--- config.mk ---
export PLATFORM = sky130hd
export DESIGN_NAME = sm4_round_ctrl
export DESIGN_NICKNAME = d
export VERILOG_FILES = /design/src/rtl/sm4_encryptor_pkg.sv /design/src/rtl/sm4_round_counter.sv /design/src/rtl/sm4_round_ctrl.sv
export SDC_FILE = /design/constraint.sdc
export NUM_CORES = 1
export LEC_CHECK = 0
export ABC_AREA = 1
export ABC_CLOCK_PERIOD_IN_PS = 2100
export CAP_MARGIN = 20
export CORE_MARGIN = 1.5
export CORE_UTILIZATION = 33
export CTS_CLUSTER_DIAMETER = 80
export DETAILED_ROUTE_END_ITERATION = 8
export SLEW_MARGIN = 20
export SYNTH_ARGS = -nofsm -noshare
export SYNTH_HDL_FRONTEND = slang
export SYNTH_SLANG_ARGS = --single-unit
--- constraint.sdc ---
create_clock -name clk_i -period 2.1 [get_ports clk_i]
set_input_delay 0.525 -clock clk_i [delete_from_list [all_inputs] [get_ports clk_i]]
set_output_delay 0.525 -clock clk_i [all_outputs]
set_load 0.1 [all_outputs]
--- src/rtl/sm4_encryptor_pkg.sv ---
// Shared SM4 encryptor definitions: round geometry and the round-controller state type.
package sm4_encryptor;

    localparam int rounds_p          = 32;
    localparam int round_idx_width_p = 5;

    typedef enum logic [1:0] {
        IDLE = 2'd0,
        KEXP = 2'd1,
        DATA = 2'd2,
        DONE = 2'd3
    } sm4_ctrl_state_e;

endpackage

--- src/rtl/sm4_round_counter.sv ---
// Round index counter: cleared on request, stepped while a phase runs, flags the final round.
module sm4_round_counter
    import sm4_encryptor::*;
#(
    parameter int count_p = 32,
    parameter int width_p = $clog2(count_p)
) (
    input  logic               clk_i,
    input  logic               reset_i,
    input  logic               zero_i,
    input  logic               incr_i,
    output logic [width_p-1:0] count_o,
    output logic               last_o
);

    localparam logic [width_p-1:0] last_val_lp = width_p'(count_p - 1);

    // Stepping past the last round returns to zero instead of overflowing.
    always_ff @(posedge clk_i or posedge reset_i) begin
        if (reset_i) begin
            count_o <= '0;
        end else if (zero_i || (incr_i && last_o)) begin
            count_o <= '0;
        end else if (incr_i) begin
            count_o <= count_o + width_p'(1);
        end
    end

    assign last_o = (count_o == last_val_lp);

endmodule

--- src/rtl/sm4_round_ctrl.sv ---
// SM4 round controller: sequences key expansion into the round-key RAM and data rounds out of it.
// Handshakes: a transfer happens on a rising edge where valid and ready are both high; result leaves when data_v_o & data_yumi_i.
module sm4_round_ctrl
    import sm4_encryptor::*;
#(
    parameter int rounds_p = 32
) (
    input  logic                        clk_i,
    input  logic                        reset_i,
    input  logic                        key_v_i,
    output logic                        key_ready_o,
    input  logic                        data_v_i,
    output logic                        data_ready_o,
    input  logic                        decrypt_i,
    output logic                        data_v_o,
    input  logic                        data_yumi_i,
    output logic                        key_loaded_o,
    output logic                        dp_load_o,
    output logic                        dp_mode_o,
    output logic                        dp_en_o,
    output logic [$clog2(rounds_p)-1:0] dp_round_o,
    output logic                        rk_we_o,
    output logic [$clog2(rounds_p)-1:0] rk_waddr_o,
    output logic [$clog2(rounds_p)-1:0] rk_raddr_o,
    output logic                        busy_o,
    output sm4_ctrl_state_e             state_o
);

    localparam int                  idx_w_lp    = $clog2(rounds_p);
    localparam logic [idx_w_lp-1:0] last_idx_lp = idx_w_lp'(rounds_p - 1);

    sm4_ctrl_state_e     state_q, state_n;
    logic [idx_w_lp-1:0] round;
    logic                last_round;
    logic                key_loaded_q;
    logic                decrypt_q;
    logic                key_xfer;
    logic                data_xfer;
    logic                round_incr;

    // A pending key request masks data acceptance in the same cycle.
    assign key_xfer   = (state_q == IDLE) && key_v_i && !reset_i;
    assign data_xfer  = (state_q == IDLE) && data_v_i && key_loaded_q && !key_v_i && !reset_i;
    assign round_incr = (state_q == KEXP) || (state_q == DATA);

    sm4_round_counter #(
        .count_p (rounds_p),
        .width_p (idx_w_lp)
    ) u_round_counter (
        .clk_i   (clk_i),
        .reset_i (reset_i),
        .zero_i  (key_xfer | data_xfer),
        .incr_i  (round_incr),
        .count_o (round),
        .last_o  (last_round)
    );

    always_ff @(posedge clk_i or posedge reset_i) begin
        if (reset_i) begin
            state_q <= IDLE;
        end else begin
            state_q <= state_n;
        end
    end

    // The key set only counts as loaded once the final expansion round is written.
    always_ff @(posedge clk_i or posedge reset_i) begin
        if (reset_i) begin
            key_loaded_q <= 1'b0;
            decrypt_q    <= 1'b0;
        end else begin
            if (key_xfer) begin
                key_loaded_q <= 1'b0;
            end else if ((state_q == KEXP) && last_round) begin
                key_loaded_q <= 1'b1;
            end
            if (data_xfer) begin
                decrypt_q <= decrypt_i;
            end
        end
    end

    always_comb begin
        state_n = state_q;
        case (state_q)
            IDLE: begin
                if (key_xfer) begin
                    state_n = KEXP;
                end else if (data_xfer) begin
                    state_n = DATA;
                end
            end
            KEXP:    if (last_round)  state_n = IDLE;
            DATA:    if (last_round)  state_n = DONE;
            DONE:    if (data_yumi_i) state_n = IDLE;
            default: state_n = IDLE;
        endcase
    end

    // Reset forces every handshake and strobe low, regardless of state.
    always_comb begin
        key_ready_o  = 1'b0;
        data_ready_o = 1'b0;
        data_v_o     = 1'b0;
        dp_load_o    = 1'b0;
        dp_mode_o    = 1'b0;
        dp_en_o      = 1'b0;
        dp_round_o   = '0;
        rk_we_o      = 1'b0;
        rk_waddr_o   = '0;
        rk_raddr_o   = '0;
        busy_o       = 1'b0;
        key_loaded_o = key_loaded_q;
        state_o      = state_q;
        if (!reset_i) begin
            case (state_q)
                IDLE: begin
                    key_ready_o  = 1'b1;
                    data_ready_o = key_loaded_q & ~key_v_i;
                    dp_load_o    = key_xfer | data_xfer;
                    dp_mode_o    = data_xfer;
                end
                KEXP: begin
                    busy_o     = 1'b1;
                    dp_en_o    = 1'b1;
                    dp_round_o = round;
                    rk_we_o    = 1'b1;
                    rk_waddr_o = round;
                end
                DATA: begin
                    busy_o     = 1'b1;
                    dp_en_o    = 1'b1;
                    dp_mode_o  = 1'b1;
                    dp_round_o = round;
                    rk_raddr_o = decrypt_q ? (last_idx_lp - round) : round;
                end
                DONE: begin
                    busy_o   = 1'b1;
                    data_v_o = 1'b1;
                end
                default: begin
                    busy_o = 1'b0;
                end
            endcase
        end
    end

endmodule

Yosys cells after proc, flatten, opt, wreduce, memory -nomap -nowiden --
Cells that the tools add are included. Widths: inputs -> output; s select.
Operators by class: add/subtract/negate cells 2, multipliers 0, div/mod/pow operators 0, $lt $le $gt $ge 0, equal/unequal tests 8, shift-type cells 0, muxes and demuxes 33, bitwise operators 3, reduce and logical (&&, ||, !) cells 18
Operators by type and width (number):
- $mux 5 | 9
- $mux 1 | 17
- $mux 2 | 5
- $logic_and 1x1->1 | 8
- $pmux 2 s4 | 1
- $ne 2x2->1 const B | 3
- $add 5x1->5 const B | 1
- $eq 5x5->1 const B | 1
- $sub 5x5->5 const A | 1
- $eq 2x2->1 const B | 2
- $reduce_and 4->1 | 1
- $reduce_bool 2->1 | 2
- $ne 3x3->1 const B | 1
- $reduce_or 3->1 | 1
- $eq 2x1->1 const B | 1
- $logic_not 1->1 | 2
- $logic_not 2->1 | 1
- $logic_or 1x1->1 | 2
- $pmux 1 s2 | 1
- $reduce_or 2->1 | 1
- $and 1x1->1 | 1
- $not 1->1 | 1
- $or 1x1->1 | 1
Word-level totals: bits in registers 9, latch bits 0, memory bits (writable) 0, memory bits (read-only) 0, bits of input ports 6, output and inout port bits 26, word-level logic and storage cells 68, memories kept 0

Depth between registers and ports, before layout --
Gate-level depths: netlist (run 1).
depth in word-level cells 8, mapped depth 9, depth with buffers taken out 9

Cells and area by module --
Synthesis (run 1) repeated with hierarchy kept, for this count alone.
Second synthesis, totals: cell total of the unflattened synthesis 120, area total of the unflattened synthesis 780.7 µm²
By module, submodules not included:
- sm4_round_ctrl | times used 1, cells an instance 85, area each 495.5 µm², seq. area each 100.1 µm²
- sm4_round_counter | times used 1, cells an instance 35, area each 285.3 µm², seq. area each 125.1 µm²

Least setup slack after synthesis (run 1) --
OpenSTA, ideal clock, no wires.
path type register -> output, start point register state_q[0] (netlist: state_o[0]), end point output dp_round_o[0], data arrival time 4.495 ns, data required time 1.575 ns, slack -2.920 ns, stages on the path, launching flop included 7, path buffers 0, path through dfrtp_1 > inv_1 > ha_1 > inv_1 > nor2_1 > inv_1 > nor2_1
Between the ends: longest elaborated chain between the ends 4, elaborated cells between the ends (all ways) 5, those cells by class 2 x eq/ne; 2 x mux; 1 x reduce/logical
Ends and longest elaborated chain:
- from (decl) | RTL line sm4_round_ctrl.sv:32 | sm4_ctrl_state_e state_q, state_n;
- from (signal assigned) | RTL line sm4_round_ctrl.sv:62 | state_q <= state_n;
- $eq 2x1->1 / $eq 2x2->1 (equally long branches) | RTL line sm4_round_ctrl.sv:116 | case (state_q)
- $reduce_or 2->1 (no source line) (*)
- $mux 5 (*) | RTL line sm4_round_ctrl.sv:116
- $mux 5 (*) | RTL line sm4_round_ctrl.sv:115 | if (!reset_i) begin
- to (decl) | RTL line sm4_round_ctrl.sv:21 | output logic [$clog2(rounds_p)-1:0] dp_round_o,
Mark *: on every way between the ends. The rest lies on a longest branch, timed or not.

Worst setup path after layout (run 1) --
start point register state_q[1] (netlist: state_o[1]), end point output dp_round_o[3]
Same word-level chain as after synthesis.

==> flow_metrics.py, run 1 <==
metrics = {
    "status": {
        "status": "finished with violations",
        "failed_checks": "setup timing",
    },
    "synth": {
        "synth_simple_gate_area_share_pct": 33.6,
        "synth_top_cell_by_area": "dfrtp_1",
        "synth_top_family_by_area": "simple AND/OR/NAND/NOR gates",
        "synth_compound_area_share_pct": 12.5,
        "yosys.area_share.adder_pct": 10.9,
        "synth_top_area_share_pct": 28.1,
        "ys_seq_area_share_pct": 28.1,
        "netlist_top_cells_area": "dfrtp_1 28%, ha_1 11%, inv_1 10%",
        "synthDistinctLibCells": 24,
        "ys_ff_latch": 9,
        "synth_xor_area_share_pct": 2.19,
        "muxShareOfSynthArea_pct": 0,
        "postSynthAreaPerCell_um2": 7.09,
        "syn-num-nets": 126,
        "synth_area_um2": 801,
        "synth_cells": 113,
        "yosysWarnings": 0,
    },
    "final_layout": {
        "fin_util_pct": 86.2,
        "area_growth_pct": 143,
        "final_common_cell": "buf_12",
        "final_cell_mix": "25 x buf_12, 20 x buf_4, 17 x nand2_1, 16 x inv_1, 16 x nor2_4",
        "final_nets": 185,
        "layout-drive-gt1-share_pct": 60.2,
        "final-instance-count-excl-fill": 199,
        "antenna-diode-count": 0,
    },
    "timing": {
        "finClkSkew_ns": 0.00680,
        "grt_setup_unrepaired": "true",
        "finalSetupViolations": 20,
        "worst_pin_slew_ns": 0.670,
        "setup_ws_ns": -0.210,
        "hold_viol_final": 0,
        "fmax_ghz": 0.433,
        "slew_headroom_pct": 55.3,
        "drv_slew": 0,
        "fin_crit_ns": 2.31,
        "fin_crit_sh_pct": 110,
    },
    "drt": {
        "via_per_inst": 4.98,
        "wl_per_cell_um": 15.0,
        "drt_wl_total_mm": 2.98,
        "ant_nets": 0,
        "drt_drc_violations_left": 0,
        "drt_iter0_markers": 23,
        "vias": 992,
        "firstDrtPassIters": 5,
    },
    "clock_network": {
        "cts_root_buffer": "clkbuf_4",
        "clock_path_buffers": 2,
        "clk_latency_ns": 0.27,
        "cts.sinks": 9,
        "htreeDepth": 1,
        "cts_tree": "done",
        "cts.clk_slew.worst_paths_ns": 0.07,
        "numCtsBuffers": 3,
    },
    "hold_path": {
        "min_from": "u_round_counter.count_o[3]",
        "hold_class": "reg2reg",
    },
    "global_route": {
        "use_met3_pct": 4.57,
        "grt_antenna_before_repair": 0,
        "grt-busiest-layer": "met2",
        "grt_max_degree": 12,
        "grt_use_total_pct": 22.1,
        "use_met1_pct": 24.5,
        "overflow": 0,
        "grt_pass1_vias": 968,
        "grt_pass1_wl_mm": 4.41,
        "grt.met2_usage_pct": 42.0,
    },
    "setup_path": {
        "crit_type": "reg2out",
        "startpoint_type": "flip-flop",
        "cp_max_fo": 5,
        "cp.arrival_ns": 1.78,
        "required_ns": 1.57,
        "reg2reg_from": "state_o[1]",
        "startpoint": "state_o[1]",
        "endpoint_kind": "primary output",
    },
    "place": {
        "port_buffers": 31,
        "dp_hpwl_mm": 2.00,
        "dp_cells": 183,
        "routabilityCongestion": 0.779,
    },
    "floorplan": {
        "die_w_um": 52.3,
        "num_rows": 17,
        "core_area_mm2": 0.00225,
        "die_area_mm2": 0.00273,
        "initial_utilization_pct": 35.5,
        "die-height_um": 52.3,
        "num_io_pins": 32,
    },
    "pwr": {
        "leakage_nw": 0.844,
        "ir_drop_uv": 1520,
        "powerDensity_mw_per_mm2": 1440,
    },
    "job": {
        "cap_viol_max_count": 0,
    },
}
-- cell usage after synthesis --
cell,n
nand3_1,6
nand2_2,1
clkbuf_1,1
buf_2,1
nand2_1,19
o21ai_1,2
a22oi_1,1
inv_2,1
nand2_4,2
nand3_2,1
nand3_4,2
nor2_4,1
inv_1,22
o21ai_0,3
ha_1,7
nor2_2,1
nor4_1,1
nand4_1,1
inv_4,1
xor2_1,2
a21oi_1,6
o21a_1,5
nor2_1,17
dfrtp_1,9
-- critical path, stage by stage, from the launching register on --
cell and delay (ns):
dfrtp_4 0.43, inv_4 0.06, ha_4 0.28, inv_4 0.04, nor2_4 0.10, clkinvlp_4 0.23
nor2_4 0.18, buf_12 0.18
-- state kept, by name (all words and copies together), names as in the netlist --
name                     flops
decrypt_q                    1
key_loaded_o                 1
state_o                      2
u_round_counter.count_o      5
-- power by group --
group | internal, mW | switching [mW]
logic | 0.899 | 1.42
clock network | 0.0736 | 0.0707
registers | 0.239 | 0.107
-- repair_timing --
action	CTS	global route
gates resized for setup	20	7
hold buffers	0	0
setup buffers	8	5
setup endpoints to repair	22	20
pin swaps	11	7
-- metrics by stage --
step | setup TNS [ns] | cell area, um2 | power (mW) | worst slack (ns) | hold slack [ns]
final | -2.97 | 1940 | 2.81 | -0.210 | 0.628
after global routing | -4.15 | 1940 | 2.93 | -0.280 | 0.659
after CTS | -2.89 | 1870 | 2.67 | -0.230 | 0.569
after detailed placement | -4.69 | 1710 | 2.34 | -0.295 | 0.584
after global placement | -3.92 | 1710 | 2.30 | -0.240 | 0.573
after floorplan | -10.97 | 1030 | 1.71 | -0.990 | 0.368
-- cell type report --
type                       count  area (um2)
timing repair buffer          56         769
multi-input combinational     78         764
fill                         104         310
sequential                     9         236
inverter                      24         113
tap                           28        35.0
clock buffer                   4        26.3
-- logic make-up after synthesis --
family | count (synthesis)
AND/OR/NAND/NOR | 52
adder cells (fa/ha/maj) | 7
AO/OA/AOI/OAI | 17
buffers and inverters | 26
flip-flops | 9
XOR/XNOR | 2
-- per-layer routing --
layer | vias up | share of wire, %
li1 | 470 | -
met1 | 458 | 38
met2 | 53 | 52
met3 | 11 | 6.7
met4 | 0 | 3.0
met5 | - | 0
-- worst paths after layout --
check | end | slack (ns) | cells after the start
setup / recovery | dp_round_o[3] | -0.21 | 7
hold / removal | u_round_counter.count_o[3] | 0.63 | 2
setup reg to reg | u_round_counter.count_o[4] | 0.22 | 11
hold reg to reg | u_round_counter.count_o[3] | 0.63 | 2
max in group asynchronous | key_loaded_o | 1.29 | 3
min in group asynchronous | state_o[0] | 0.65 | 3
No activity file was read; power rests on OpenSTA's default activity.
==> inputs of run 2 (changes only) <==
- CTS_CLUSTER_SIZE: not set -> 8
==> results of run 2 <==
Final layout, timing and power as in run 1 (identical DEF).
==> inputs of run 3 (changes only) <==
- ABC_AREA: 1 -> 0
==> run 3 against run 2 <==
Net effect:
- the flow still finishes with violations (setup timing)
- clock power fell by 6%
- design area shrank 9.2%
- first-iteration DRC count down 39%
- total power is 0.97% higher
- clock-buffer cell count stayed put
- highest routed layer unchanged
- synthesized cell count decreased by 18%
- via count fell by 9.8%
- critical endpoint is now dp_mode_o
- combinational power about the same
- register-to-register slack better by 0.10 ns
- area after synthesis rose by 3.9%
- setup slack improved by 0.19 ns
==> flow_metrics.py, run 3 <==
metrics = {
    "clock_network": {
        "htreeDepth": 1,
        "cts.clk_slew.worst_paths_ns": 0.06,
        "numCtsBuffers": 3,
        "clock_path_buffers": 2,
        "cts_tree": "done",
        "cts.sinks": 9,
        "clk_latency_ns": 0.26,
        "cts_root_buffer": "clkbuf_4",
    },
    "global_route": {
        "grt_max_degree": 13,
        "grt_pass1_wl_mm": 3.91,
        "grt_pass1_vias": 860,
        "overflow": 0,
        "grt_antenna_before_repair": 0,
        "grt_use_total_pct": 18.9,
    },
    "floorplan": {
        "num_rows": 18,
        "die_area_mm2": 0.00283,
        "die_w_um": 53.2,
        "initial_utilization_pct": 34.2,
        "die-height_um": 53.2,
        "num_io_pins": 32,
        "core_area_mm2": 0.00243,
    },
    "timing": {
        "grt_setup_unrepaired": "true",
        "finClkSkew_ns": 0.00558,
        "drv_slew": 0,
        "finalSetupViolations": 2,
        "fin_crit_ns": 2.12,
        "hold_viol_final": 0,
        "setup_ws_ns": -0.0210,
        "tns_ns": -0.0315,
        "fin_crit_sh_pct": 101,
        "slew_headroom_pct": 80.0,
        "fmax_ghz": 0.471,
        "worst_pin_slew_ns": 0.300,
    },
    "setup_path": {
        "startpoint_type": "input pin",
        "r2r_cells": 6,
        "cp_max_fo": 2,
        "required_ns": 1.57,
        "ff2ff_setup_slack_ns": 0.32,
        "endpoint_kind": "primary output",
        "startpoint": "key_v_i",
        "reg2reg_from": "u_round_counter.count_o[0]",
        "cp.arrival_ns": 1.60,
        "crit_type": "in2out",
        "r2r_end": "state_o[0]",
    },
    "pwr": {
        "p_total_mw": 2.83,
        "leakage_nw": 0.754,
        "ir_drop_uv": 1390,
        "powerDensity_mw_per_mm2": 1610,
    },
    "synth": {
        "ys_seq_area_share_pct": 27.1,
        "ys_ff_latch": 9,
        "synth_top_area_share_pct": 27.1,
        "synth_cells": 93,
        "muxShareOfSynthArea_pct": 2.71,
        "async_flop_share_pct": 100,
        "syn-num-nets": 106,
        "synth_xor_area_share_pct": 5.26,
        "synth_simple_gate_area_share_pct": 28.3,
        "synth_top_family_by_area": "simple AND/OR/NAND/NOR gates",
        "synth_edf_count": 0,
        "synth_area_um2": 832,
        "synthDistinctLibCells": 33,
        "synthTopCellsByCount": "11 x nor2_1, 9 x dfrtp_1, 7 x ha_1, 7 x inv_1",
        "synth_most_common_cell": "nor2_1",
        "synth_ff_type": "dfrtp_1",
        "synth_top_cell_by_area": "dfrtp_1",
        "synth_compound_area_share_pct": 18.3,
        "netlist_top_cells_area": "dfrtp_1 27%, ha_1 11%, xnor2_1 5.3%",
        "yosysWarnings": 0,
        "postSynthAreaPerCell_um2": 8.95,
        "yosys.area_share.adder_pct": 10.5,
    },
    "drt": {
        "vias": 895,
        "via_per_inst": 5.11,
        "drt_wl_total_mm": 2.61,
        "firstDrtPassIters": 4,
        "ant_nets": 0,
        "drt_drc_violations_left": 0,
        "drt_iter0_markers": 14,
        "wl_per_cell_um": 14.9,
    },
    "place": {
        "port_buffers": 31,
        "dp_hpwl_mm": 1.91,
        "routabilityCongestion": 0.797,
    },
    "final_layout": {
        "antenna-diode-count": 0,
        "largest_reg_flops": 5,
        "final_common_cell": "buf_12",
        "top_register": "u_round_counter.count_o",
        "n_fill_cell": 161,
        "final_nets": 159,
        "area_growth_pct": 112,
        "final_cell_mix": "27 x buf_12, 19 x buf_4, 9 x nor2_4, 6 x a21oi_1, 6 x dfrtp_1",
        "layout-drive-gt1-share_pct": 62.1,
    },
    "status": {
        "status": "finished with violations",
        "failed_checks": "setup timing",
    },
    "job": {
        "cap_viol_max_count": 0,
    },
    "hold_path": {
        "hold_class": "in2async",
    },
}
-- run 3: layout make-up --
| class | count | area, um2 | area share, % |
|---|---|---|---|
| Multi-Input combinational cell | 73 | 679 | 38.5 |
| Clock buffer | 4 | 26.3 | 1.49 |
| Inverter | 7 | 41.3 | 2.34 |
| Tap cell | 30 | 37.5 | 2.13 |
| Sequential cell | 9 | 234 | 13.3 |
| Timing Repair Buffer | 52 | 747 | 42.3 |
-- run 3: metal layers --
layer  GRT usage [%]  vias up  wire length (um)
met5               0        -                 0
met4            8.12        0                27
met3            2.54        6               111
met2            30.5       30              1310
met1            25.1      437              1160
li1                -      422                 -
-- run 3: per-stage QoR --
stage | worst slack [ns] | hold slack, ns | area, um2 | cells | utilization (%)
finish | -0.0210 | 0.487 | 1770 | 175 | 72.6
global route | -0.0550 | 0.508 | 1770 | 175 | 72.6
CTS | -0.00577 | 0.518 | 1710 | 171 | 70.2
detailed placement | -0.228 | 0.613 | 1650 | 163 | 67.7
global placement | -0.197 | 0.614 | 1650 | 163 | 67.7
floorplan | -0.103 | 0.487 | 977 | 93 | -
-- run 3: how the worst max path moves through the flow --
stage / endpoint / slack, ns / cells after the start
finish: dp_mode_o / -0.02 / 5
global route: dp_mode_o / -0.06 / 5
CTS: rk_raddr_o[0] / -0.006 / 5
detailed placement: rk_waddr_o[2] / -0.23 / 5
global placement: dp_load_o / -0.20 / 6
floorplan: dp_en_o / -0.10 / 5
-- run 3: cell families after synthesis --
logic type,after synthesis
compound gates,20
xor+xnor,5
fa+ha+maj,7
buf+inv,11
simple gates,39
mux,2
flops,9
-- run 3: power breakdown --
| part | switching (mW) | leakage (nW) | internal (mW) | total, mW |
|---|---|---|---|---|
| logic | 1.40 | 0.626 | 0.939 | 2.34 |
| registers | 0.108 | 0.113 | 0.254 | 0.362 |
| clock network | 0.0621 | 0.0150 | 0.0733 | 0.135 |
-- run 3: worst max-delay path: stages --
cell	delay [ns]
clkdlybuf4s50_1	0.46
nor2b_2	0.18
a31oi_2	0.13
nor2_4	0.12
buf_12	0.18
-- run 3: timing repair --
action	CTS	global route
endpoints found under the setup margin	23	14
setup buffers	4	4
gates resized for setup	3	7
hold buffers	0	0
pin swaps	1	0
